==> config.mk <==
export PLATFORM = sky130hd
export DESIGN_NAME = hv_elementwise_alu
export DESIGN_NICKNAME = d
export VERILOG_FILES = /design/src/rtl/hv_pkg.sv /design/src/rtl/hv_cut_alu.sv /design/src/rtl/hv_elementwise_alu.sv
export SDC_FILE = /design/constraint.sdc
export NUM_CORES = 2
export LEC_CHECK = 0
export CAP_MARGIN = 0
export CORE_UTILIZATION = 30
export DETAILED_ROUTE_END_ITERATION = 8
export SLEW_MARGIN = 20
export SYNTH_ARGS = -nofsm -noshare
export SYNTH_HDL_FRONTEND = slang
export SYNTH_SLANG_ARGS = --single-unit
==> constraint.sdc <==
create_clock -name clk -period 13.1 [get_ports clk]
set_input_delay 3.275 -clock clk [delete_from_list [all_inputs] [get_ports clk]]
set_output_delay 3.275 -clock clk [all_outputs]
set_load 0.01 [all_outputs]
==> src/rtl/hv_pkg.sv <==
// hv_pkg: shared types and default widths for the hypervector element-wise ALU.
// Latency: n/a (types and constants only).
// Backpressure: n/a.
//
// Holds the operation enum, the controller state enum and the default
// address/data widths used as parameter defaults by hv_elementwise_alu.

package hv_pkg;

    localparam int HV_ADDR_W_DEF = 21;
    localparam int HV_DATA_W_DEF = 32;

    // Encoding matches the 2-bit mode input of the top level.
    typedef enum logic [1:0] {
        ADD    = 2'd0,
        SUB    = 2'd1,
        MUL    = 2'd2,
        PASS_A = 2'd3
    } hv_mode_e;

    typedef enum logic [2:0] {
        IDLE  = 3'd0,
        RD_A  = 3'd1,
        RD_B  = 3'd2,
        CAPT  = 3'd3,
        WRITE = 3'd4,
        DONE  = 3'd5
    } hv_state_e;

endpackage

==> src/rtl/hv_cut_alu.sv <==
// hv_cut_alu: computes f(a,b) for the selected mode and clips it to [CUT_NEG, CUT_POS].
// Latency: purely combinational, zero cycles.
// Backpressure: none; the result is valid whenever the inputs are.
//
// Ports:
//   mode [1:0]   operation select (ADD, SUB, MUL, PASS_A)
//   a, b         signed operands, DATA_W bits each
//   res          clipped result, DATA_W bits
//   sat          high when the unclipped value lies outside [CUT_NEG, CUT_POS]

module hv_cut_alu
    import hv_pkg::*;
#(
    parameter int DATA_W  = HV_DATA_W_DEF,
    parameter int CUT_NEG = -1,
    parameter int CUT_POS = 1
) (
    input  logic [1:0]        mode,
    input  logic [DATA_W-1:0] a,
    input  logic [DATA_W-1:0] b,
    output logic [DATA_W-1:0] res,
    output logic              sat
);

    // One common working width wide enough for the full product; sums and
    // differences need only DATA_W+1 bits and therefore fit exactly as well.
    localparam int W = 2 * DATA_W;

    localparam logic signed [W-1:0] LO_W = W'(CUT_NEG);
    localparam logic signed [W-1:0] HI_W = W'(CUT_POS);

    logic signed [W-1:0] a_x;
    logic signed [W-1:0] b_x;
    logic signed [W-1:0] full;
    logic signed [W-1:0] clipped;

    always_comb begin
        a_x     = W'($signed(a));
        b_x     = W'($signed(b));
        full    = a_x;
        case (hv_mode_e'(mode))
            ADD:     full = a_x + b_x;
            SUB:     full = a_x - b_x;
            MUL:     full = a_x * b_x;
            default: full = a_x;
        endcase

        sat     = 1'b0;
        clipped = full;
        if (full < LO_W) begin
            sat     = 1'b1;
            clipped = LO_W;
        end else if (full > HI_W) begin
            sat     = 1'b1;
            clipped = HI_W;
        end

        // The clip bounds fit in DATA_W, so dropping the upper bits is lossless.
        res = clipped[DATA_W-1:0];
    end

endmodule

==> src/rtl/hv_elementwise_alu.sv <==
// hv_elementwise_alu: C[i] = clip(f(A[i], B[i])) over HYPERVECTOR_DIMENSIONS elements in memory.
// Latency: 4 cycles per element; done pulses 4*HYPERVECTOR_DIMENSIONS+1 cycles after valid is sampled.
// Backpressure: none; valid is only sampled in IDLE and ignored while busy.
//
// Ports:
//   clk, reset_n              rising-edge clock, synchronous active-low reset
//   valid, mode, addr_a/b/c   start request, operation and base addresses (sampled in IDLE)
//   raddress / data_rd        memory read port, data returns one cycle after the address
//   we_n, waddress, data_wr   memory write port, active-low strobe
//   busy, done                busy outside IDLE; one-cycle completion pulse
//   sat_count                 only with HV_SAT_COUNT_EN: number of clipped writes in the last run
//
// Optional feature macro: HV_SAT_COUNT_EN.

module hv_elementwise_alu
    import hv_pkg::*;
#(
    parameter int HYPERVECTOR_DIMENSIONS = 1000,
    parameter int ADDR_W                 = HV_ADDR_W_DEF,
    parameter int DATA_W                 = HV_DATA_W_DEF,
    parameter int CUT_NEG                = -1,
    parameter int CUT_POS                = 1
) (
    input  logic              clk,
    input  logic              reset_n,
    input  logic              valid,
    input  logic [1:0]        mode,
    input  logic [ADDR_W-1:0] addr_a,
    input  logic [ADDR_W-1:0] addr_b,
    input  logic [ADDR_W-1:0] addr_c,
    output logic [ADDR_W-1:0] raddress,
    input  logic [DATA_W-1:0] data_rd,
    output logic              we_n,
    output logic [ADDR_W-1:0] waddress,
    output logic [DATA_W-1:0] data_wr,
    output logic              busy,
    output logic              done
`ifdef HV_SAT_COUNT_EN
    ,
    output logic [ADDR_W:0]   sat_count
`endif
);

    localparam logic [ADDR_W-1:0] LAST_IDX = ADDR_W'(HYPERVECTOR_DIMENSIONS - 1);
    localparam logic [ADDR_W-1:0] IDX_ONE  = ADDR_W'(1);

    hv_state_e         state_q, state_d;
    logic [1:0]        mode_q, mode_d;
    logic [ADDR_W-1:0] addr_a_q, addr_a_d;
    logic [ADDR_W-1:0] addr_b_q, addr_b_d;
    logic [ADDR_W-1:0] addr_c_q, addr_c_d;
    logic [ADDR_W-1:0] idx_q, idx_d;
    logic [DATA_W-1:0] a_q, a_d;
    logic [DATA_W-1:0] b_q, b_d;

    logic [DATA_W-1:0] alu_res;
    logic              alu_sat;

    hv_cut_alu #(
        .DATA_W  (DATA_W),
        .CUT_NEG (CUT_NEG),
        .CUT_POS (CUT_POS)
    ) u_cut_alu (
        .mode (mode_q),
        .a    (a_q),
        .b    (b_q),
        .res  (alu_res),
        .sat  (alu_sat)
    );

`ifdef HV_SAT_COUNT_EN
    localparam logic [ADDR_W:0] SAT_ONE = (ADDR_W + 1)'(1);

    logic [ADDR_W:0] sat_count_q, sat_count_d;

    assign sat_count = sat_count_q;
`else
    logic sat_flag_unused;

    assign sat_flag_unused = alu_sat;
`endif

    assign busy = (state_q != IDLE);

    always_comb begin
        state_d  = state_q;
        mode_d   = mode_q;
        addr_a_d = addr_a_q;
        addr_b_d = addr_b_q;
        addr_c_d = addr_c_q;
        idx_d    = idx_q;
        a_d      = a_q;
        b_d      = b_q;
`ifdef HV_SAT_COUNT_EN
        sat_count_d = sat_count_q;
`endif
        raddress = '0;
        waddress = '0;
        data_wr  = '0;
        we_n     = 1'b1;
        done     = 1'b0;

        case (state_q)
            IDLE: begin
                if (valid) begin
                    mode_d   = mode;
                    addr_a_d = addr_a;
                    addr_b_d = addr_b;
                    addr_c_d = addr_c;
                    idx_d    = '0;
`ifdef HV_SAT_COUNT_EN
                    sat_count_d = '0;
`endif
                    state_d  = RD_A;
                end
            end

            RD_A: begin
                raddress = addr_a_q + idx_q;
                state_d  = RD_B;
            end

            // data_rd now carries A[idx] requested in RD_A.
            RD_B: begin
                raddress = addr_b_q + idx_q;
                a_d      = data_rd;
                state_d  = CAPT;
            end

            // data_rd now carries B[idx] requested in RD_B.
            CAPT: begin
                b_d     = data_rd;
                state_d = WRITE;
            end

            WRITE: begin
                we_n     = 1'b0;
                waddress = addr_c_q + idx_q;
                data_wr  = alu_res;
`ifdef HV_SAT_COUNT_EN
                if (alu_sat) begin
                    sat_count_d = sat_count_q + SAT_ONE;
                end
`endif
                if (idx_q == LAST_IDX) begin
                    state_d = DONE;
                end else begin
                    idx_d   = idx_q + IDX_ONE;
                    state_d = RD_A;
                end
            end

            // valid is deliberately not looked at here; a new run can only
            // start from IDLE on the following cycle.
            DONE: begin
                done    = 1'b1;
                state_d = IDLE;
            end

            default: begin
                state_d = IDLE;
            end
        endcase
    end

    always_ff @(posedge clk) begin
        if (!reset_n) begin
            state_q  <= IDLE;
            mode_q   <= '0;
            addr_a_q <= '0;
            addr_b_q <= '0;
            addr_c_q <= '0;
            idx_q    <= '0;
            a_q      <= '0;
            b_q      <= '0;
`ifdef HV_SAT_COUNT_EN
            sat_count_q <= '0;
`endif
        end else begin
            state_q  <= state_d;
            mode_q   <= mode_d;
            addr_a_q <= addr_a_d;
            addr_b_q <= addr_b_d;
            addr_c_q <= addr_c_d;
            idx_q    <= idx_d;
            a_q      <= a_d;
            b_q      <= b_d;
`ifdef HV_SAT_COUNT_EN
            sat_count_q <= sat_count_d;
`endif
        end
    end

endmodule

==> impl_metrics.toml <==
[routing]
drt_first_pass_iters = 5
routed_via_density = 4.93
detailroute.wirelength.met2_um = 73600
topRoutingLayerUsed = "met5"
wirelength_um = 157000
met3_wirelength_um = 10700
drcViolationCount = 0
wire_length_the_detailed_router_placed_on_met1_um = 68500
vias = 38800
drt_first_iter_violations = 2922
postRouteAntennaNets = 0
detail_route.wl_per_cell_um = 20.0

[placed_design]
detailed_place_hpwl_um = 131000
post-place-ws_ns = -0.0796
port_buffers = 176
gpl.final_weighted_congestion = 0.973

[clocking]
clock_insertion_delay_worst_skew_ns = 0.52
clock_tree.htree_level_count = 4
tritoncts.num_buffers = 17
cts_hold_buffers = 0
root_buf_cell = "clkbuf_16"
worst_setup_hold_path_clk_slew_ns = 0.09
ctsLongestPathBuffers = 2
cts_tree = "built"
clock_net_sink_count = 153

[critical_path]
worstSetupStartpointType = "flip-flop"
cp-end-kind = "output port"
critPathKind = "flip-flop to output port"
crit_arrival_ns = 9.46
critical_path.max_stage_delay_ns = 0.59
crit_path_top_delay_cell = "fa_1"
worstPathRequired_ns = 9.82
cp_top_family = "adder cells"
critPathBufInv = 6
cp_max_fo = 22
path_common_cell = "fa_1"

[floorplan]
pin_count = 177
die_area_um2 = 162000
fp-row-count = 146
die_h_um = 403
core_region_area_um2 = 159000
floorplan.initialDensity_pct = 30.3
die-width_um = 403

[timing]
worstMarginPinSlew_ns = 1.09
final-setup-viol-count = 0
final_critical_path_setup_slack_ns = 0.367
rsz_0062_raised_after_global_routing = "false"
period_needed_ns = 12.73
finalSetupTns_ns = 0
timing_hold_violations_final = 0
slew_headroom_pct = 27.2
timing.clock.skew_ns = 0.0212
fmaxAchievable_ghz = 0.0785
final-max-slew-violation-count = 0
post-route-period-util_pct = 97.2

[logic_synthesis]
synth.top_cells.by_area = "fa_1, inv_1, ha_1, nand2_1, dfxtp_1"
number_of_synthesized_register_bits = 153
post-synth-top-area-fraction_pct = 45.0
synth_edf_count = 0
postSynth.asyncResetShare_pct = 0
synth_cells = 5606
synth_fp_nets = 7082
yosys-top-cells-count = "fa_1, inv_1, nand2_1"
synth.lib_cells_used.distinct = 99
synth_sequential_area_ratio_pct = 6.35
yosys.cell_count.top_type = "fa_1"
synthDominantAreaCellType = "fa_1"
ys.warnings.count = 0
syn-mean-instance-area_um2 = 8.61
synth_area_um2 = 48300
synthFlopType = "dfxtp_1"

[global_route]
globalRoute.totalOverflow = 0
grt_usage_pct = 19.8
first_global_vias = 41500
grt_first_pass_wirelength_um = 247000
grt_antenna_before_repair = 4
grt_max_degree = 91

[power]
p_sw_uw = 870
power_leakage_uw = 0.0255
largest_vdd_supply_drop_v = 0.000118
intPower_uw = 1070
pwr-share-seq_pct = 27.8
clock_power_share_pct = 27.4
power_frac_comb_pct = 44.8
switching_share_pct = 45.0
power-per-cell-area_nw_per_um2 = 35.7

[final_layout]
drive_above_1_share_pct = 6.37
share_of_the_core_filled_with_cells_pct = 34.1
fillerInstances = 16500
nets = 7194
area_grow_syn2layout_pct = 12.4

[run_status]
run_status = "finished clean"

[hold_path]
hold_path_class = "flip-flop to flip-flop"

[job]
max-cap-violations = 0
[stage by stage]
stage	total power, uW	area [um2]	hold WS (ns)	cells
floorplan	1050	48300	0.436	5606
global placement	1380	53300	0.443	7841
detailed placement	1390	53400	0.447	7841
CTS	1930	54100	0.457	7875
global route	2030	54200	0.472	7878
finish	1940	54200	0.455	7879
[state kept, by name, summed over array words and instances, names as in the netlist]
signal	flops
a_q	32
b_q	32
addr_a_q	21
addr_b_q	21
addr_c_q	21
idx_q	21
state_q	3
mode_q	2
[cells by family after synthesis]
family	Yosys count	share of synthesized area [%]
AO/OA/AOI/OAI	676	8.99
buffers and inverters	1339	10.7
flip-flops	153	6.35
XOR/XNOR	139	2.52
adder cells (fa/ha/maj)	1376	52.6
multiplexers	14	0.293
AND/OR/NAND/NOR	1909	18.6
[path summary, 6_finish.rpt]
kind | endpoint | startpoint | slack, ns | depth (start not counted)
worst max-delay path | data_wr[0] | a_q[12]$_SDFFE_PN0P_ | 0.37 | 28
worst min-delay path | addr_a_q[3]$_SDFFE_PN0P_ | addr_a_q[3]$_SDFFE_PN0P_ | 0.45 | 2
worst max register to register | idx_q[15]$_SDFFE_PN0P_ | state_q[0]$_SDFFE_PN0P_ | 10.06 | 10
worst min register to register | addr_a_q[3]$_SDFFE_PN0P_ | addr_a_q[3]$_SDFFE_PN0P_ | 0.45 | 2
[power by group through the flow]
stage          sequential [uW]  combinational [uW]  clock (uW)
3_3_place_gp               545                 836           0
6_report                   537                 867         531
2_1_floorplan              520                 530           0
5_1_grt                    541                 937         557
3_5_place_dp               547                 841           0
4_1_cts                    537                 850         543
[timing repair]
action,4_1_cts,5_1_grt
pin swaps,5,4
setup endpoints to repair,1,32
gates resized for setup,59,42
buffers inserted,2,2
hold endpoints to repair,0,0
[area by class of cell]
cell class	instances	area, um2	share of cell area (%)
multi-input cells	4114	40200	74.1
inverters	1033	3890	7.16
repair buffers	399	3770	6.95
flip-flops and latches	153	3120	5.75
well taps	2146	2690	4.95
clock buffers	20	457	0.842
clock inverters	12	108	0.198
diodes	2	5.00	0.00923
[worst reg2reg max path: stages, from the launching register on]
cell and delay, ns:
dfxtp_1 0.39, nor2_1 0.21, and2_1 0.37, nand4_1 0.17, nor4_1 0.73, nor2_1 0.22
nand4_1 0.27, nor2_1 0.19, nand4_1 0.15, xor2_1 0.16, nor2_1 0.05
[per-layer routing]
layer	global-route usage [%]	vias to the layer above
met4	5.71	4
li1	-	17300
met3	3.07	208
met2	32.5	1294
met5	0	-
met1	26.8	20000
[cells in the final DEF (no fill, tap or decap), types with 21 or more instances in the layout]
| cell type | instances |
|---|---|
| o21bai_1 | 22 |
| a21o_1 | 41 |
| o21ai_0 | 94 |
| clkdlybuf4s50_1 | 175 |
| buf_4 | 189 |
| and3_1 | 21 |
| nor3_1 | 47 |
| dfxtp_1 | 121 |
| nand3_1 | 42 |
| and2_1 | 472 |
| xnor2_1 | 81 |
| buf_12 | 23 |
| dfxtp_2 | 25 |
| ha_1 | 281 |
| a21oi_1 | 273 |
| fa_1 | 1084 |
| nand2_1 | 900 |
| xor2_1 | 56 |
| nor2b_1 | 22 |
| a31oi_1 | 21 |
| inv_1 | 1023 |
| nor2_1 | 277 |
| nand2b_1 | 28 |
(Power assumes the default switching activity.)
